[config.mk]
export PLATFORM = sky130hd
export DESIGN_NAME = instruction_fetch
export DESIGN_NICKNAME = d
export VERILOG_FILES = /design/src/rtl/cpu_pkg.sv /design/src/rtl/fetch_skid_buffer.sv /design/src/rtl/instruction_fetch.sv
export SDC_FILE = /design/constraint.sdc
export NUM_CORES = 1
export LEC_CHECK = 0
export ABC_AREA = 1
export BUFFER_PORTS_ARGS = -buffer_cell sky130_fd_sc_hd__buf_2
export CAP_MARGIN = 20
export CORE_MARGIN = 1
export CORE_UTILIZATION = 40
export DETAILED_ROUTE_END_ITERATION = 8
export PLACE_DENSITY = 0.69
export SLEW_MARGIN = 20
export SYNTH_ARGS = -nofsm -noshare
export SYNTH_HDL_FRONTEND = slang
export SYNTH_HIERARCHICAL = 1
export SYNTH_SLANG_ARGS = --single-unit
[constraint.sdc]
create_clock -name clk -period 3.44 [get_ports clk]
set_input_delay 0.344 -clock clk [delete_from_list [all_inputs] [get_ports clk]]
set_output_delay 0.344 -clock clk [all_outputs]
set_load 0.02 [all_outputs]
[src/rtl/cpu_pkg.sv]
// Shared CPU definitions: fetch FSM encodings, reset address and the NOP word.
package cpu_pkg;

  typedef enum logic [1:0] {
    ST_IDLE   = 2'd0,
    ST_WAIT   = 2'd1,
    ST_SQUASH = 2'd2,
    ST_FULL   = 2'd3
  } if_state_e;

  localparam logic [31:0] RESET_PC_DEFAULT = 32'h0000_0000;
  localparam logic [31:0] NOP_WORD         = 32'h0000_0000;

  function automatic logic [31:0] align_word(input logic [31:0] addr);
    return {addr[31:2], 2'b00};
  endfunction

endpackage

[src/rtl/fetch_skid_buffer.sv]
// IF/ID pipeline register with a one-entry skid buffer that catches a word
// arriving while decode is stalled.
module fetch_skid_buffer
  import cpu_pkg::*;
(
  input  logic        clk,
  input  logic        rstb,
  input  logic        flush,
  input  logic        stall,
  input  logic        in_valid,
  input  logic [31:0] in_instr,
  input  logic [31:0] in_pc,
  output logic        skid_write,
  output logic        skid_valid,
  output logic [31:0] instr_out,
  output logic [31:0] pc_out,
  output logic        instr_valid
);

  logic [31:0] instr_q, instr_d;
  logic [31:0] pc_q, pc_d;
  logic        valid_q, valid_d;
  logic [31:0] skid_instr_q, skid_instr_d;
  logic [31:0] skid_pc_q, skid_pc_d;
  logic        skid_valid_q, skid_valid_d;
  logic        advance;

  // IF/ID may take a new entry when it is empty or decode is ready.
  assign advance = !valid_q || !stall;

  always_comb begin
    instr_d      = instr_q;
    pc_d         = pc_q;
    valid_d      = valid_q;
    skid_instr_d = skid_instr_q;
    skid_pc_d    = skid_pc_q;
    skid_valid_d = skid_valid_q;
    skid_write   = 1'b0;
    if (flush) begin
      valid_d      = 1'b0;
      skid_valid_d = 1'b0;
    end else if (advance) begin
      if (skid_valid_q) begin
        instr_d      = skid_instr_q;
        pc_d         = skid_pc_q;
        valid_d      = 1'b1;
        skid_valid_d = in_valid;
        skid_write   = in_valid;
        if (in_valid) begin
          skid_instr_d = in_instr;
          skid_pc_d    = in_pc;
        end
      end else if (in_valid) begin
        instr_d = in_instr;
        pc_d    = in_pc;
        valid_d = 1'b1;
      end else begin
        valid_d = 1'b0;
      end
    end else if (in_valid) begin
      skid_instr_d = in_instr;
      skid_pc_d    = in_pc;
      skid_valid_d = 1'b1;
      skid_write   = 1'b1;
    end
  end

  always_ff @(posedge clk or negedge rstb) begin
    if (!rstb) begin
      instr_q      <= NOP_WORD;
      pc_q         <= 32'h0000_0000;
      valid_q      <= 1'b0;
      skid_instr_q <= NOP_WORD;
      skid_pc_q    <= 32'h0000_0000;
      skid_valid_q <= 1'b0;
    end else begin
      instr_q      <= instr_d;
      pc_q         <= pc_d;
      valid_q      <= valid_d;
      skid_instr_q <= skid_instr_d;
      skid_pc_q    <= skid_pc_d;
      skid_valid_q <= skid_valid_d;
    end
  end

  assign instr_out   = instr_q;
  assign pc_out      = pc_q;
  assign instr_valid = valid_q;
  assign skid_valid  = skid_valid_q;

endmodule

[src/rtl/instruction_fetch.sv]
// Instruction fetch: single-outstanding-request memory FSM and fetch PC,
// feeding the IF/ID register through fetch_skid_buffer.
module instruction_fetch
  import cpu_pkg::*;
#(
  parameter logic [31:0] RESET_PC = RESET_PC_DEFAULT
) (
  input  logic        clk,
  input  logic        rstb,
  output logic        imem_req,
  output logic [31:0] imem_addr,
  input  logic [31:0] imem_rdata,
  input  logic        imem_valid,
  input  logic        stall,
  input  logic        redirect_valid,
  input  logic [31:0] redirect_pc,
  output logic [31:0] instr_out,
  output logic [31:0] pc_out,
  output logic [31:0] pc_plus4,
  output logic        instr_valid
);

  if_state_e   state_q, state_d;
  logic [31:0] fetch_pc_q, fetch_pc_d;
  logic [31:0] req_addr_q, req_addr_d;
  logic        buf_in_valid;
  logic        skid_write;
  logic        skid_valid;
  logic        outstanding;

  assign outstanding  = (state_q == ST_WAIT) || (state_q == ST_SQUASH);
  assign buf_in_valid = (state_q == ST_WAIT) && imem_valid && !redirect_valid;

  always_comb begin
    state_d    = state_q;
    fetch_pc_d = fetch_pc_q;
    req_addr_d = req_addr_q;
    if (redirect_valid) begin
      fetch_pc_d = align_word(redirect_pc);
      // A request still in flight must be drained before a new one is issued.
      state_d = (outstanding && !imem_valid) ? ST_SQUASH : ST_IDLE;
    end else begin
      unique case (state_q)
        ST_IDLE: begin
          state_d    = ST_WAIT;
          req_addr_d = fetch_pc_q;
        end
        ST_WAIT: begin
          if (imem_valid) begin
            fetch_pc_d = fetch_pc_q + 32'd4;
            if (skid_write) begin
              state_d = ST_FULL;
            end else begin
              req_addr_d = fetch_pc_q + 32'd4;
            end
          end
        end
        ST_SQUASH: begin
          if (imem_valid) state_d = ST_IDLE;
        end
        ST_FULL: begin
          if (!stall) begin
            state_d    = ST_WAIT;
            req_addr_d = fetch_pc_q;
          end
        end
        default: state_d = ST_IDLE;
      endcase
    end
  end

  always_ff @(posedge clk or negedge rstb) begin
    if (!rstb) begin
      state_q    <= ST_IDLE;
      fetch_pc_q <= RESET_PC;
      req_addr_q <= RESET_PC;
    end else begin
      state_q    <= state_d;
      fetch_pc_q <= fetch_pc_d;
      req_addr_q <= req_addr_d;
    end
  end

  assign imem_req  = outstanding;
  assign imem_addr = req_addr_q;

  fetch_skid_buffer u_skid (
    .clk         (clk),
    .rstb        (rstb),
    .flush       (redirect_valid),
    .stall       (stall),
    .in_valid    (buf_in_valid),
    .in_instr    (imem_rdata),
    .in_pc       (req_addr_q),
    .skid_write  (skid_write),
    .skid_valid  (skid_valid),
    .instr_out   (instr_out),
    .pc_out      (pc_out),
    .instr_valid (instr_valid)
  );

  assign pc_plus4 = pc_out + 32'd4;

endmodule

==> results_dict.tcl <==
set metrics [dict create \
    final_common_cell "nand2_1" \
    grt_pass1_vias 9047 \
    routedWlPerCell_um 15.49 \
    wirelength_mm 30.80 \
    worstPathArrival_ns 3.11 \
    start_util 0.4064 \
    synthArstFlopShare 1.000 \
    crit_start "state_q[1]" \
    cts.reportedPaths.clkPinSlew_ns 0.08 \
    crit_slowest_cell "dfrtp_1" \
    synth_warnings 6 \
    htreeDepth 4 \
    synth-edff-count 0 \
    critical_path.endpoint "imem_addr[6]" \
    rsz0062_at_grt "no" \
    fin_skew_ns 0.01327 \
    grt_pass1_wl_mm 49.34 \
    grt_start_max_net_pins 91 \
    synth_cells 1483 \
    final_cell_mix "nand2_1 (730), buf_2 (193), dfrtp_1 (191)" \
    rr_startpoint "state_q[1]" \
    clk_latency_ns 0.43 \
    leakagePower_nw 6.707 \
    antenna_found_initial 0 \
    path_max_fanout 33 \
    pin_count 199 \
    core_region_area_mm2 0.02598 \
    drive_gt1_frac 0.1639 \
    relSlewSlack 0.4900 \
    cp_cell_sequence "inv_1 -> ha_1 -> buf_4 -> nand2_1 -> nor2_2 -> nand2_2 -> inv_2 -> nand2_2 -> inv_1 -> o21ai_0 -> nand3_1 -> buf_4 -> clkinv_1 -> o21a_1" \
    rr_endpoint "imem_addr[6]" \
    grt_overflow 0 \
    dpl.hpwl_mm 21.04 \
    yosys.cell_types.count 36 \
    portBuffers 194 \
    min_period_ns 2.797 \
    drc 0 \
    ys_ff_latch 192 \
    r2r_cells 14 \
    fin_tns_setup_ns 0 \
    start_kind "flop" \
    path_buf_inv 6 \
    ys.flop_type "dfrtp_1" \
    first_iter_violations 990 \
    period_share 0.8129 \
    syn_area_mm2 0.01056 \
    max_stage_delay_ns 0.40 \
    seq_area_frac_synth 0.4550 \
    crit_family "buffers and inverters" \
    cts-buffers-inserted 17 \
    grtUsageTotal 0.2334 \
    antenna_left 0 \
    finalHoldViolCount 0 \
    setup_viol 0 \
    dieArea_mm2 0.02705 \
    via_per_inst 5.003 \
    gp_congestion 0.9332 \
    diodes 0 \
    crit_cells 14 \
    worstPathRequired_ns 3.76 \
    cts_tree "built" \
    nets 1714 \
    dr.pass1.iters 5 \
    die_w_um 164.5 \
    hold_path_class "primary input to flop" \
    cts_sinks 192 \
    rrSetupSlack_ns 0.64 \
    syn_to_final_growth_pct 16.19 \
    crit_type "flop to flop" \
    syn_avg_cell_area_um2 7.121 \
    rows 59 \
    status "completed" \
    die_height_um 164.5 \
    cp-end-kind "flop" \
    p_total_mw 9.440 \
    nFillCells 2668 \
    drv_cap 0 \
    tightest_slew_ns 0.7649 \
    clockBufferDepth 2 \
    cts-root-buf "clkbuf_16" \
    vdd_drop_max_mv 0.4388 \
    vias 9945 \
    slew_violations 0 \
    power_density_mw_per_mm2 769.4 \
    max_freq_mhz 357.6 \
]
==> synth_stat cells, types with 14 or more instances <==
cell | number | area, um2
nor2_1 | 63 | 236.5
buf_4 | 31 | 232.7
inv_1 | 71 | 266.5
a21oi_1 | 30 | 150.1
o211ai_1 | 14 | 105.1
dfrtp_1 | 192 | 4805
nor3_1 | 15 | 75.07
xor2_1 | 26 | 227.7
o21ai_0 | 21 | 105.1
nand2_1 | 733 | 2751
nand3_1 | 182 | 910.9
buf_2 | 36 | 180.2
==> power by group <==
part / internal [mW] / switching, mW / leakage [nW]
combinational: 1.22 / 2.49 / 3.95
clock: 0.967 / 0.965 / 0.279
sequential: 2.95 / 0.853 / 2.48
==> per-layer routing <==
metal / track usage / up-vias / share of wire / routed length, um
met1: 0.3432 / 4611 / 0.47 / 14540
met3: 0.03240 / 37 / 0.054 / 1669
met5: 0 / - / 0 / 0
met2: 0.3539 / 321 / 0.45 / 13920
met4: 0.07131 / 0 / 0.022 / 665
li1: - / 4976 / - / -
==> through the flow <==
step,instances,util,setup WS [ns],hold slack (ns),area [um2]
after floorplan,1488,-,0.9022,0.04841,10580
after global placement,1955,0.4499,0.7388,0.4529,11690
after detailed placement,1955,0.4499,0.6552,0.4584,11690
after CTS,1988,0.4722,0.6402,0.1130,12270
after global routing,1988,0.4722,0.4141,0.1207,12270
final,1988,0.4722,0.6435,0.1254,12270
==> layout make-up <==
cell class                      count  area (um2)  share of cell area
Tap cell                          335       419.2             0.03416
Inverter                           75       281.5             0.02295
Multi-Input combinational cell   1142        5040              0.4108
Clock buffer                       17       425.4             0.03467
Timing Repair Buffer              212        1155             0.09413
Clock inverter                     15       142.6             0.01163
Sequential cell                   192        4806              0.3917
==> flip-flops by register name (all words and copies together), names as in the netlist <==
signal and count:
u_skid/instr_out 32, u_skid/skid_valid 1, u_skid/skid_instr_q 32, u_skid/skid_pc_q 32, imem_addr 30, u_skid/instr_valid 1, state_q 2, u_skid/pc_out 32
fetch_pc_q 30
==> worst register-to-register path, cell delays in order, from the launching register on <==
cell and delay, ns:
dfrtp_1 0.40, inv_1 0.08, ha_1 0.14, buf_4 0.30, nand2_1 0.14, nor2_2 0.13
nand2_2 0.08, inv_2 0.06, nand2_2 0.05, inv_1 0.07, o21ai_0 0.09, nand3_1 0.12
buf_4 0.35, clkinv_1 0.40, o21a_1 0.29
==> worst min-delay path by stage <==
stage	start	end	slack, ns	cells past startpoint
after global placement	u_skid/skid_pc_q[3]	u_skid/skid_pc_q[3]	0.45	2
after floorplan	rstb	fetch_pc_q[10]	0.05	0
final	redirect_pc[28]	fetch_pc_q[28]	0.13	3
after global routing	redirect_pc[25]	fetch_pc_q[25]	0.12	3
after detailed placement	rstb	u_skid/instr_out[17]	0.46	1
after CTS	redirect_pc[24]	fetch_pc_q[24]	0.11	3
==> cell families (layout without fill, tap and decap cells) <==
logic type | Yosys count | in the layout | synth area share
and+or+nand+nor | 1018 | 1018 | 0.3966
adders and majority gates | 5 | 5 | 0.005924
AOI/OAI and AO/OA | 79 | 79 | 0.04325
xor gates and xnor gates | 34 | 34 | 0.02820
other | 1 | 6 | 0.0003551
buffers and inverters | 154 | 319 | 0.07073
DFF | 192 | 192 | 0.4550
==> timing repair <==
action,CTS,global route
gates resized for setup,0,0
buffers inserted,0,0
hold buffers,1,0
hold endpoints to repair,10,0
setup endpoints to repair,0,0
No activity file was read; power rests on OpenSTA's default activity.
